$ cat src/rtl/cpu_params_pkg.sv
// Shared CPU configuration constants: predictor table sizes, BHT reset state
// and the register numbers treated as link registers by the return stack.
package cpu_params_pkg;

    localparam int         BHT_DEPTH_DEFAULT = 64;
    localparam int         RAS_DEPTH_DEFAULT = 4;
    localparam logic [1:0] BHT_INIT          = 2'b01;
    localparam logic [4:0] LINK_REG_RA       = 5'd1;
    localparam logic [4:0] LINK_REG_ALT      = 5'd5;

endpackage

$ cat src/rtl/cpu_structs_pkg.sv
// Shared CPU decode types: branch operation class and adder operand selects.
package cpu_structs_pkg;

    typedef enum logic [2:0] {
        BR_NONE = 3'd0,
        BR_COND = 3'd1,
        BR_JAL  = 3'd2,
        BR_JALR = 3'd3,
        BR_MRET = 3'd4
    } BR_OP_TYPE;

    typedef enum logic [1:0] {
        SEL_RS1 = 2'd0,
        SEL_IMM = 2'd1,
        SEL_PC  = 2'd2
    } BR_SEL_TYPE;

endpackage

$ cat src/rtl/br_ras.sv
// Circular return address stack; a push when full overwrites the oldest entry,
// and a simultaneous pop+push on a non-empty stack replaces the top in place.
module br_ras #(
    parameter int DEPTH = 4,
    parameter int W     = 32
) (
    input  logic         clk,
    input  logic         rst,
    input  logic         push,
    input  logic         pop,
    input  logic [W-1:0] push_data,
    output logic [W-1:0] top,
    output logic         valid
);
    localparam int PW = (DEPTH > 1) ? $clog2(DEPTH) : 1;
    localparam int CW = $clog2(DEPTH + 1);

    logic [DEPTH-1:0][W-1:0] mem_q, mem_d;
    logic [PW-1:0]           ptr_q, ptr_d;
    logic [CW-1:0]           cnt_q, cnt_d;

    always_comb begin
        mem_d = mem_q;
        ptr_d = ptr_q;
        cnt_d = cnt_q;
        if (push && pop && cnt_q != '0) begin
            mem_d[ptr_q] = push_data;
        end else if (push) begin
            ptr_d        = ptr_q + PW'(1);
            mem_d[ptr_d] = push_data;
            if (cnt_q != CW'(DEPTH)) cnt_d = cnt_q + CW'(1);
        end else if (pop && cnt_q != '0) begin
            ptr_d = ptr_q - PW'(1);
            cnt_d = cnt_q - CW'(1);
        end
    end

    always_ff @(posedge clk or posedge rst) begin
        if (rst) begin
            mem_q <= '0;
            ptr_q <= '0;
            cnt_q <= '0;
        end else begin
            mem_q <= mem_d;
            ptr_q <= ptr_d;
            cnt_q <= cnt_d;
        end
    end

    assign valid = (cnt_q != '0);
    assign top   = valid ? mem_q[ptr_q] : '0;

endmodule

$ cat src/rtl/br_pred_fu.sv
// Branch functional unit: resolves branches/jumps/MRET, registers the result
// behind valid/ready, trains a bimodal BHT and (with BR_RAS_EN) a return stack.
module br_pred_fu
    import cpu_params_pkg::*;
    import cpu_structs_pkg::*;
#(
    parameter int PC_SZ     = 32,
    parameter int RSZ       = 32,
    parameter int BHT_DEPTH = BHT_DEPTH_DEFAULT,
    parameter int RAS_DEPTH = RAS_DEPTH_DEFAULT,
    parameter int ALIGN_C   = 0
) (
    input  logic             clk_in,
    input  logic             reset_in,
    input  logic             flush_in,
    input  logic             in_valid,
    output logic             in_ready,
    input  BR_OP_TYPE        op,
    input  logic [2:0]       funct3,
    input  logic             ci,
    input  logic [4:0]       rd,
    input  logic [4:0]       rs1,
    input  BR_SEL_TYPE       sel_x,
    input  BR_SEL_TYPE       sel_y,
    input  logic [RSZ-1:0]   rs1_data,
    input  logic [RSZ-1:0]   rs2_data,
    input  logic [RSZ-1:0]   imm,
    input  logic [PC_SZ-1:0] pc,
    input  logic [PC_SZ-1:0] mepc,
    input  logic             pred_taken,
    input  logic [PC_SZ-1:0] pred_pc,
    input  logic [PC_SZ-1:0] fetch_pc,
    output logic             fetch_pred_taken,
    output logic [PC_SZ-1:0] ras_top,
    output logic             ras_valid,
    output logic             out_valid,
    input  logic             out_ready,
    output logic             out_taken,
    output logic             out_mis,
    output logic             out_mispredict,
    output logic [PC_SZ-1:0] out_br_pc,
    output logic [PC_SZ-1:0] out_no_br_pc
);
    localparam int IDX = $clog2(BHT_DEPTH);

    logic [PC_SZ-1:0] x, y, addxy, no_br_pc, br_pc;
    logic             cond, taken, mis, mispredict, accept;
    logic [IDX-1:0]   upd_idx;

    logic [BHT_DEPTH-1:0][1:0] bht_q, bht_d;
    logic             out_valid_q, out_valid_d;
    logic             out_taken_q, out_taken_d;
    logic             out_mis_q, out_mis_d;
    logic             out_mispredict_q, out_mispredict_d;
    logic [PC_SZ-1:0] out_br_pc_q, out_br_pc_d;
    logic [PC_SZ-1:0] out_no_br_pc_q, out_no_br_pc_d;

    always_comb begin
        case (sel_x)
            SEL_RS1: x = PC_SZ'(rs1_data);
            SEL_IMM: x = PC_SZ'(imm);
            default: x = pc;
        endcase
        case (sel_y)
            SEL_RS1: y = PC_SZ'(rs1_data);
            SEL_IMM: y = PC_SZ'(imm);
            default: y = pc;
        endcase
        addxy    = x + y;
        no_br_pc = pc + (ci ? PC_SZ'(2) : PC_SZ'(4));

        case (funct3)
            3'b000:  cond = (rs1_data == rs2_data);
            3'b001:  cond = (rs1_data != rs2_data);
            3'b100:  cond = ($signed(rs1_data) <  $signed(rs2_data));
            3'b101:  cond = ($signed(rs1_data) >= $signed(rs2_data));
            3'b110:  cond = (rs1_data <  rs2_data);
            3'b111:  cond = (rs1_data >= rs2_data);
            default: cond = 1'b0;
        endcase

        taken = 1'b0;
        br_pc = no_br_pc;
        case (op)
            BR_COND: begin taken = cond; br_pc = cond ? addxy : no_br_pc; end
            BR_JAL:  begin taken = 1'b1; br_pc = addxy; end
            BR_JALR: begin taken = 1'b1; br_pc = {addxy[PC_SZ-1:1], 1'b0}; end
            BR_MRET: begin taken = 1'b1; br_pc = mepc; end
            default: ;
        endcase

        mis        = (ALIGN_C == 1) ? br_pc[0] : (br_pc[1:0] != 2'b00);
        mispredict = (taken != pred_taken) | (taken & (br_pc != pred_pc));
    end

    assign in_ready = !out_valid_q | out_ready;
    assign accept   = in_valid & in_ready & !flush_in;
    assign upd_idx  = pc[IDX+1:2];

    // The lookup sees the pre-update counter; same-cycle writes are not forwarded.
    assign fetch_pred_taken = bht_q[fetch_pc[IDX+1:2]][1];

    always_comb begin
        bht_d = bht_q;
        if (accept && op == BR_COND) begin
            if (taken && bht_q[upd_idx] != 2'b11)
                bht_d[upd_idx] = bht_q[upd_idx] + 2'd1;
            else if (!taken && bht_q[upd_idx] != 2'b00)
                bht_d[upd_idx] = bht_q[upd_idx] - 2'd1;
        end
    end

    always_comb begin
        out_valid_d      = out_valid_q;
        out_taken_d      = out_taken_q;
        out_mis_d        = out_mis_q;
        out_mispredict_d = out_mispredict_q;
        out_br_pc_d      = out_br_pc_q;
        out_no_br_pc_d   = out_no_br_pc_q;
        if (flush_in) begin
            out_valid_d = 1'b0;
        end else if (accept) begin
            out_valid_d      = 1'b1;
            out_taken_d      = taken;
            out_mis_d        = mis;
            out_mispredict_d = mispredict;
            out_br_pc_d      = br_pc;
            out_no_br_pc_d   = no_br_pc;
        end else if (out_ready) begin
            out_valid_d = 1'b0;
        end
    end

    always_ff @(posedge clk_in or posedge reset_in) begin
        if (reset_in) begin
            bht_q            <= {BHT_DEPTH{BHT_INIT}};
            out_valid_q      <= 1'b0;
            out_taken_q      <= 1'b0;
            out_mis_q        <= 1'b0;
            out_mispredict_q <= 1'b0;
            out_br_pc_q      <= '0;
            out_no_br_pc_q   <= '0;
        end else begin
            bht_q            <= bht_d;
            out_valid_q      <= out_valid_d;
            out_taken_q      <= out_taken_d;
            out_mis_q        <= out_mis_d;
            out_mispredict_q <= out_mispredict_d;
            out_br_pc_q      <= out_br_pc_d;
            out_no_br_pc_q   <= out_no_br_pc_d;
        end
    end

    assign out_valid      = out_valid_q;
    assign out_taken      = out_taken_q;
    assign out_mis        = out_mis_q;
    assign out_mispredict = out_mispredict_q;
    assign out_br_pc      = out_br_pc_q;
    assign out_no_br_pc   = out_no_br_pc_q;

    logic unused_fetch_bits;
    assign unused_fetch_bits = ^{fetch_pc[PC_SZ-1:IDX+2], fetch_pc[1:0]};

`ifdef BR_RAS_EN
    logic link_rd, link_rs1, ras_push, ras_pop;
    assign link_rd  = (rd == LINK_REG_RA) || (rd == LINK_REG_ALT);
    assign link_rs1 = (rs1 == LINK_REG_RA) || (rs1 == LINK_REG_ALT);
    assign ras_push = accept && (op == BR_JAL || op == BR_JALR) && link_rd;
    assign ras_pop  = accept && (op == BR_JALR) && link_rs1;

    br_ras #(
        .DEPTH (RAS_DEPTH),
        .W     (PC_SZ)
    ) u_ras (
        .clk       (clk_in),
        .rst       (reset_in),
        .push      (ras_push),
        .pop       (ras_pop),
        .push_data (no_br_pc),
        .top       (ras_top),
        .valid     (ras_valid)
    );
`else
    localparam int unused_ras_depth = RAS_DEPTH;
    logic unused_ras_regs;
    assign unused_ras_regs = ^{rd, rs1};
    assign ras_top   = '0;
    assign ras_valid = 1'b0;
`endif

endmodule

$ cat config.mk
export PLATFORM = sky130hd
export DESIGN_NAME = br_pred_fu
export DESIGN_NICKNAME = d
export VERILOG_FILES = /design/src/rtl/cpu_params_pkg.sv /design/src/rtl/cpu_structs_pkg.sv /design/src/rtl/br_ras.sv /design/src/rtl/br_pred_fu.sv
export SDC_FILE = /design/constraint.sdc
export NUM_CORES = 1
export LEC_CHECK = 0
export BUFFER_PORTS_ARGS = -buffer_cell sky130_fd_sc_hd__buf_4
export CORE_MARGIN = 8
export CORE_UTILIZATION = 35
export DETAILED_ROUTE_END_ITERATION = 16
export SYNTH_ARGS = -nofsm -noshare
export SYNTH_HDL_FRONTEND = slang
export SYNTH_HIERARCHICAL = 1
export SYNTH_SLANG_ARGS = --single-unit
$ cat constraint.sdc
create_clock -name clk_in -period 7.8 [get_ports clk_in]
set_clock_uncertainty 0.1 [all_clocks]
set_input_delay 0.78 -clock clk_in [delete_from_list [all_inputs] [get_ports clk_in]]
set_output_delay 0.78 -clock clk_in [all_outputs]
set_load 0.02 [all_outputs]
==> metrics.md, run 1 <==
| Metric | Value |
|---|---|
| Hold_buf cts | `0` |
| Routed vias/inst | `5.732` |
| CTS max path bufs | `2` |
| Starting density of the core | `35.38%` |
| Final nets | `2446` |
| Cell area after synthesis | `0.01644 mm2` |
| Ys async rst share | `100.0%` |
| Setup WS post-layout | `~1.8 ns` |
| Tcrit/Tclk final | `76.73%` |
| Lkg Pwr | `0.008903 uW` |
| Register clock-pin slew on the reported worst setup and hold paths | `roughly 0.080 ns` |
| H-Tree Depth | `4` |
| Core area | `roughly 0.046 mm2` |
| Fmax | `167.1 MHz` |
| Cell Chain, Critical Path | `buf_4 -> mux2i_1 -> o21ai_0 -> ha_1 -> and2_1 -> a221oi_1 -> a21oi_1 -> a221oi_1 -> o2111ai_1 -> o211ai_1 -> xor2_1 -> nor4_1 -> nor4_1 -> nand4_1 -> nor4_1 -> nand4_1 -> a2111oi_2 -> a21oi_1` |
| Yosys warnings | `6` |
| Placed inst area | `0.01896 mm2` |
| Final instance area | `~0.020 mm2` |
| All-Layer GR Usage | `around a quarter` |
| Root Buffer Master | `clkbuf_16` |
| P per Cell Area | `roughly 170 mW/mm2` |
| DIE HEIGHT | `232.7 um` |
| Mapped Avg Cell Area | `8.583 um2` |
| Critical path buffers and inverters | `1` |
| Maximum vdd drop | `approximately 0.12 mV` |
| Worst endpoint data arrival time | `6.23 ns` |
| Setup_tns | `0 ns` |
| Max-Cap Viols | `0` |
| GP Congestion | `0.9247` |
| Least-Margin Pin Slew | `0.9846 ns` |
| Sequential area share after synthesis | `30.33%` |
| # fillers | `4739` |
| Flop2flop setup slack | `3.49 ns` |
| Worst Path Class, Setup | `primary input to register` |
| # IOs | `between 300 and 400` |
| Initial DRC count | `1244` |
| Num rows | `79` |
| Yosys reg bits | `about 200` |
| PortBufs | `roughly 280` |
| Wire per inst | `23.78 um` |
| CTS tree | `built` |
| Top Family by Delay on Critical Path | `compound AO/OA/AOI/OAI gates` |
| Delay of the slowest cell on the worst path | `0.67 ns` |
| Worst Hold Class | `primary input to asynchronous set/reset pin` |
| Post_cts resized | `0` |
| Grt ovf | `0` |
| Vias in the first global route | `15860` |
| Max FO, Critical Path | `32` |
| # DRC | `0` |
| Top post-synthesis cells by count | `nand2_1 (285), o21ai_0 (168), nor2_1 (154), dfrtp_1 (132), mux2_2 (119)` |
| Post-CTS Setup Repair Bufs | `0` |
| Unrepaired setup endpoints after global routing | `no` |
| Post-synth top flop | `dfrtp_1` |
| Synth unique cells | `93` |
| CP most frequent cell | `nor4_1` |
| Critical Path RT | `8.04 ns` |
| Yosys top cell area share | `20.10%` |
| Place WS | `1.524 ns` |
| Area contributors post-synth | `dfrtp_1 (20%), dfstp_2 (10%), mux2_2 (8.2%), nand2_1 (6.5%), mux2i_1 (5.3%)` |
| Die ar. | `between 0.05 and 0.06 mm2` |
| CTS Buf Count | `17` |
| Most common cell in the netlist | `nand2_1` |
| Drt first pass iters | `5` |
| First-pass GRT wire length | `97770 um` |
| Post-DP HPWL | `50860 um` |
| Pin count of the biggest net entering global routing | `approximately 160` |
| Crit path launch type | `primary input` |
| Setup violators final | `0` |
| Slowest CP cell | `a221oi_1` |
| Fin. max-slew vios | `0` |
| Initial antenna violation count | `2` |
| Crit end category | `register` |
| Status | `complete, no violations` |
| Number of flops mapped to enable cells by yosys | `0` |
| Die boundary width | `232.7 um` |
| Via Count | `15740` |
| Biggest area consumer among synthesized cells | `dfrtp_1` |
| Min Tclk post-route | `around 6 ns` |
| DRT Wirelength | `65300 um` |
| Share of layout cells above drive strength 1 | `27.74%` |
| Final Hold Viols | `0` |
| Rel. slew slack | `33.89%` |
| Synth-to-Final Area Change | `18.95%` |
| Clk Latency, worst-skew pair | `0.47 ns` |
| Mapped Cells | `1915` |
| Remaining antenna violation count after routing | `0` |
| CTS sink cnt | `196` |
==> cells by family after synthesis <==
| group | share of synthesized area [%] |
|---|---|
| AOI/OAI and AO/OA | 19.15 |
| xor gates and xnor gates | 3.890 |
| adders and majority gates | 5.344 |
| buffers and inverters | 5.580 |
| DFF | 30.33 |
| muxes | 17.97 |
| other | 0.02281 |
| and+or+nand+nor | 17.71 |
==> metal layers <==
metal / part of all wire (%) / GRT usage (%) / vias to the layer above / wire length, um
met4: 3.0 / 7.175 / 2 / 1928
met3: 7.7 / 4.957 / 95 / 5047
met2: 50 / 41.18 / 638 / 32330
li1: - / - / 7339 / -
met5: 0.020 / 0 / - / 13
met1: 40 / 28.77 / 7665 / 25980
==> final timing paths <==
path / start / endpoint / cells past startpoint
max: sel_y[0] / out_mispredict / 18
min: reset_in / bht_q[21] / 2
max reg2reg: bht_q[103] / bht_q[119] / 14
min reg2reg: out_br_pc[31] / out_br_pc[31] / 2
max in group asynchronous: reset_in / out_br_pc[14] / 3
min in group clk_in: out_br_pc[31] / out_br_pc[31] / 2
==> report_power, final <==
part | switching [uW] | internal [uW] | total [uW] | leakage [uW]
registers | 46.2 | 1090 | 1140 | 0.00238
clock network | 460 | 456 | 916 | 0.000282
logic | 785 | 451 | 1240 | 0.00624
total | 1290 | 2000 | 3290 | 0.00890
==> cell type report <==
| class | count | area [um2] | area share, % |
|---|---|---|---|
| Clock buffer | 17 | 425.4 | 2.176 |
| Antenna cell | 1 | 2.502 | 0.01280 |
| Timing Repair Buffer | 304 | 2295 | 11.74 |
| Tap cell | 607 | 759.5 | 3.885 |
| Multi-Input combinational cell | 1545 | 10680 | 54.63 |
| Clock inverter | 14 | 166.4 | 0.8511 |
| Inverter | 62 | 237.7 | 1.216 |
| Sequential cell | 196 | 4985 | 25.50 |
==> cells in the final DEF (no fill, tap or decap), types with 8 or more instances in the layout <==
cell type    n
o22ai_1     24
and3_1      18
dfstp_2     64
and2_1      11
dfrtp_1    132
mux2_2     119
a21oi_1    105
ha_1        67
mux2i_1     87
o31ai_1      9
xnor2_1     36
nand3_1     45
o21ai_0    168
nand4_1     25
a221oi_1    10
a31oi_1     20
nor4_1      16
nand2_1    285
o211ai_1    19
xor2_1      36
inv_1       59
clkbuf_16   17
a21o_1      27
conb_1      33
or3_1        8
a211oi_1    10
nor3_1      16
nor2_1     153
mux4_2      33
buf_4      303
==> metrics by stage <==
stage / total power (uW) / std cells / hold WS, ns / utilization [%]
2_1_floorplan: 1885 / 1947 / 0.3560 / -
3_3_place_gp: 2378 / 2714 / 0.3568 / 40.81
3_5_place_dp: 2388 / 2714 / 0.3578 / 40.81
4_1_cts: 3307 / 2745 / 0.1721 / 42.08
5_1_grt: 3455 / 2745 / 0.1825 / 42.08
6_report: 3292 / 2746 / 0.1800 / 42.08
==> worst reg2reg max path: stages, from the launching register on <==
cell	delay, ns
dfrtp_1	0.40
mux2_2	0.27
a221oi_1	0.26
a21oi_1	0.08
a311oi_1	0.27
nor2_1	0.06
a211oi_1	0.31
and4_1	0.29
inv_1	0.06
ha_1	0.18
nor2_2	0.16
o211ai_1	0.32
nor3_2	0.86
nand2_1	0.25
mux2_2	0.33
Note: power is estimated with default switching activity, not from simulation.
==> run 2: changes to the inputs <==
clock period = 5.6 ns   (was 7.8 ns; I/O delays follow)
==> run 2 against run 1 <==
Via count rose by 3.8%. Clock-buffer cell count unchanged. Die area did not move. Combinational power grew 48%. Sequential share of layout area fell by 1.0 points. Sequential cell count unchanged. Cell count increased by 3.8%. Non-clock buffer count grew 104.
==> metrics.md, run 2 (synthesized netlist as in run 1, its figures left out) <==
| Metric | Value |
|---|---|
| Crit path launch type | `primary input` |
| Final nets | `2550 (+4.3%)` |
| Die ar. | `0.05415 mm2 (unchanged)` |
| Unrepaired setup endpoints after global routing | `no` |
| Register clock-pin slew on the reported worst setup and hold paths | `0.08 ns (about the same)` |
| Lkg Pwr | `0.009417 uW (+5.8%)` |
| Setup violators final | `0 (unchanged)` |
| Least-Margin Pin Slew | `1.130 ns (+0.1449 ns)` |
| Core area | `0.04646 mm2 (unchanged)` |
| Critical Path RT | `5.83 ns (-2.21 ns)` |
| Pin count of the biggest net entering global routing | `93 (-42%)` |
| CTS Buf Count | `17 (unchanged)` |
| P per Cell Area | `229.5 mW/mm2 (+36%)` |
| Setup WS post-layout | `0.5442 ns (-1.271 ns)` |
| Max FO, Critical Path | `20 (-38%)` |
| Drt first pass iters | `5 (unchanged)` |
| CTS tree | `built` |
| Most frequent cells in the layout | `buf_4 (404), nand2_1 (285), o21ai_0 (168)` |
| Reg2reg start | `bht_q[103]` |
| Reg2reg end | `bht_q[113]` |
| Crit end category | `register` |
| Clk Latency, worst-skew pair | `0.46 ns (about the same)` |
| Maximum vdd drop | `0.2090 mV (+74%)` |
| Rel. slew slack | `24.70% (-9.2 points)` |
| Wire per inst | `23.36 um (-1.8%)` |
| Starting density of the core | `35.38% (unchanged)` |
| Worst endpoint data arrival time | `5.28 ns (-0.95 ns)` |
| Post-DP HPWL | `53240 um (+4.7%)` |
| Busiest layer in global routing | `met2` |
| Post_cts resized | `0 (unchanged)` |
| # IOs | `354 (unchanged)` |
| Worst Hold Class | `primary input to asynchronous set/reset pin` |
| CTS max path bufs | `2 (unchanged)` |
| Grt ovf | `0 (unchanged)` |
| Hold_buf cts | `0 (unchanged)` |
| Met1 Resource Use GR | `29.09% (+0.32 points)` |
| Met2 Usage GRT | `42.46% (+1.3 points)` |
| Final core utilization | `43.82% (+1.7 points)` |
| Initial antenna violation count | `3 (+1)` |
| Place WS | `0.08819 ns (-1.435 ns)` |
| Initial DRC count | `1307 (+5.1%)` |
| Tcrit/Tclk final | `90.28%` |
| Remaining antenna violation count after routing | `0 (unchanged)` |
| Max-Cap Viols | `0 (unchanged)` |
| Synth-to-Final Area Change | `23.84%` |
| Post-CTS Setup Repair Bufs | `0 (unchanged)` |
| Die boundary width | `232.7 um (unchanged)` |
| GP Congestion | `0.9372 (+1.4%)` |
| CTS sink cnt | `196 (unchanged)` |
| Fin. max-slew vios | `0 (unchanged)` |
| Met3 Track Usage GR | `3.982% (-0.97 points)` |
| PortBufs | `284 (unchanged)` |
| Root Buffer Master | `clkbuf_16` |
| First-pass GRT wire length | `99260 um (+1.5%)` |
| DIE HEIGHT | `232.7 um (unchanged)` |
| Vias in the first global route | `16290 (+2.7%)` |
| Most common cell after layout, fill and taps aside | `buf_4` |
| Min Tclk post-route | `5.056 ns` |
| Share of layout cells above drive strength 1 | `31.07% (+3.3 points)` |
| Worst reg2reg path depth | `16 (+2)` |
| DRT Wirelength | `66610 um (+2.0%)` |
| Fmax | `197.8 MHz` |
| Final Hold Viols | `0 (unchanged)` |
| All-Layer GR Usage | `23.83% (+0.27 points)` |
| Routed vias/inst | `5.729 (about the same)` |
| H-Tree Depth | `4 (unchanged)` |
| Setup_tns | `0 ns (unchanged)` |
| Flop2flop setup slack | `1.17 ns (-2.32 ns)` |
| # DRC | `0 (unchanged)` |
| Via Count | `16330 (+3.8%)` |
| Status | `complete, no violations` |
| Worst Path Class, Setup | `primary input to register` |
| Num rows | `79 (unchanged)` |
[run 2: cell count changes in the layout (fill, tap and decap cells not counted), sizes merged]
cell,delta
bufinv,-1
clkinv,-1
buf,+104
inv,+2
clkinvlp,+1
[run 2: layer usage]
| layer | routed length (um) | part of all wire [%] |
|---|---|---|
| met4 | 2017 | 3.0 |
| met3 | 4897 | 7.4 |
| met1 | 26450 | 40 |
| met2 | 33210 | 50 |
| met5 | 30 | 0.045 |
[run 2: how the worst max path moves through the flow]
| stage | from | endpoint | depth (start not counted) |
|---|---|---|---|
| 2_1_floorplan | pc[4] | out_mispredict | 22 |
| 3_3_place_gp | sel_y[0] | out_mispredict | 20 |
| 3_5_place_dp | sel_y[0] | out_mispredict | 20 |
| 4_1_cts | sel_y[0] | out_mispredict | 20 |
| 5_1_grt | sel_y[0] | out_mispredict | 20 |
| 6_report | sel_y[0] | out_mispredict | 20 |
[run 2: stage by stage]
step / hold WS (ns) / cell area [um2] / total power (uW) / cells
6_report: 0.06155 / 20360 / 4671 / 2851
5_1_grt: 0.07619 / 20360 / 4890 / 2851
4_1_cts: 0.05077 / 20350 / 4685 / 2850
3_5_place_dp: 0.3648 / 19770 / 3436 / 2818
3_3_place_gp: 0.3578 / 19770 / 3419 / 2818
2_1_floorplan: 0.3560 / 16570 / 2628 / 1947
[run 2: cell type report]
cell class / count / area (um2)
repair buffers: 408 / 3113
diodes: 1 / 2.502
well taps: 607 / 759.5
clock inverters: 15 / 157.7
multi-input cells: 1545 / 10680
flip-flops and latches: 196 / 4985
clock buffers: 17 / 425.4
inverters: 62 / 236.5
fillers: 4660 / 26100
[run 2: worst max-delay path: stages]
cell	delay (ns)
buf_4	0.19
buf_4	0.37
mux2i_1	0.26
o21ai_0	0.10
ha_1	0.37
a21o_1	0.22
a31oi_1	0.21
nand3_1	0.14
a2111oi_0	0.56
nor2_1	0.15
xor2_1	0.43
a21oi_1	0.16
o21a_1	0.19
a21oi_1	0.21
nand4_1	0.11
nor4_1	0.30
buf_4	0.17
nand4_1	0.10
a2111oi_2	0.37
a21oi_1	0.11
[run 2: where the power goes]
part	switching, uW	internal (uW)	leakage (uW)
sequential	63.6	1520	0.00238
combinational	1130	711	0.00676
clock	649	598	0.000280
total	1840	2830	0.00942
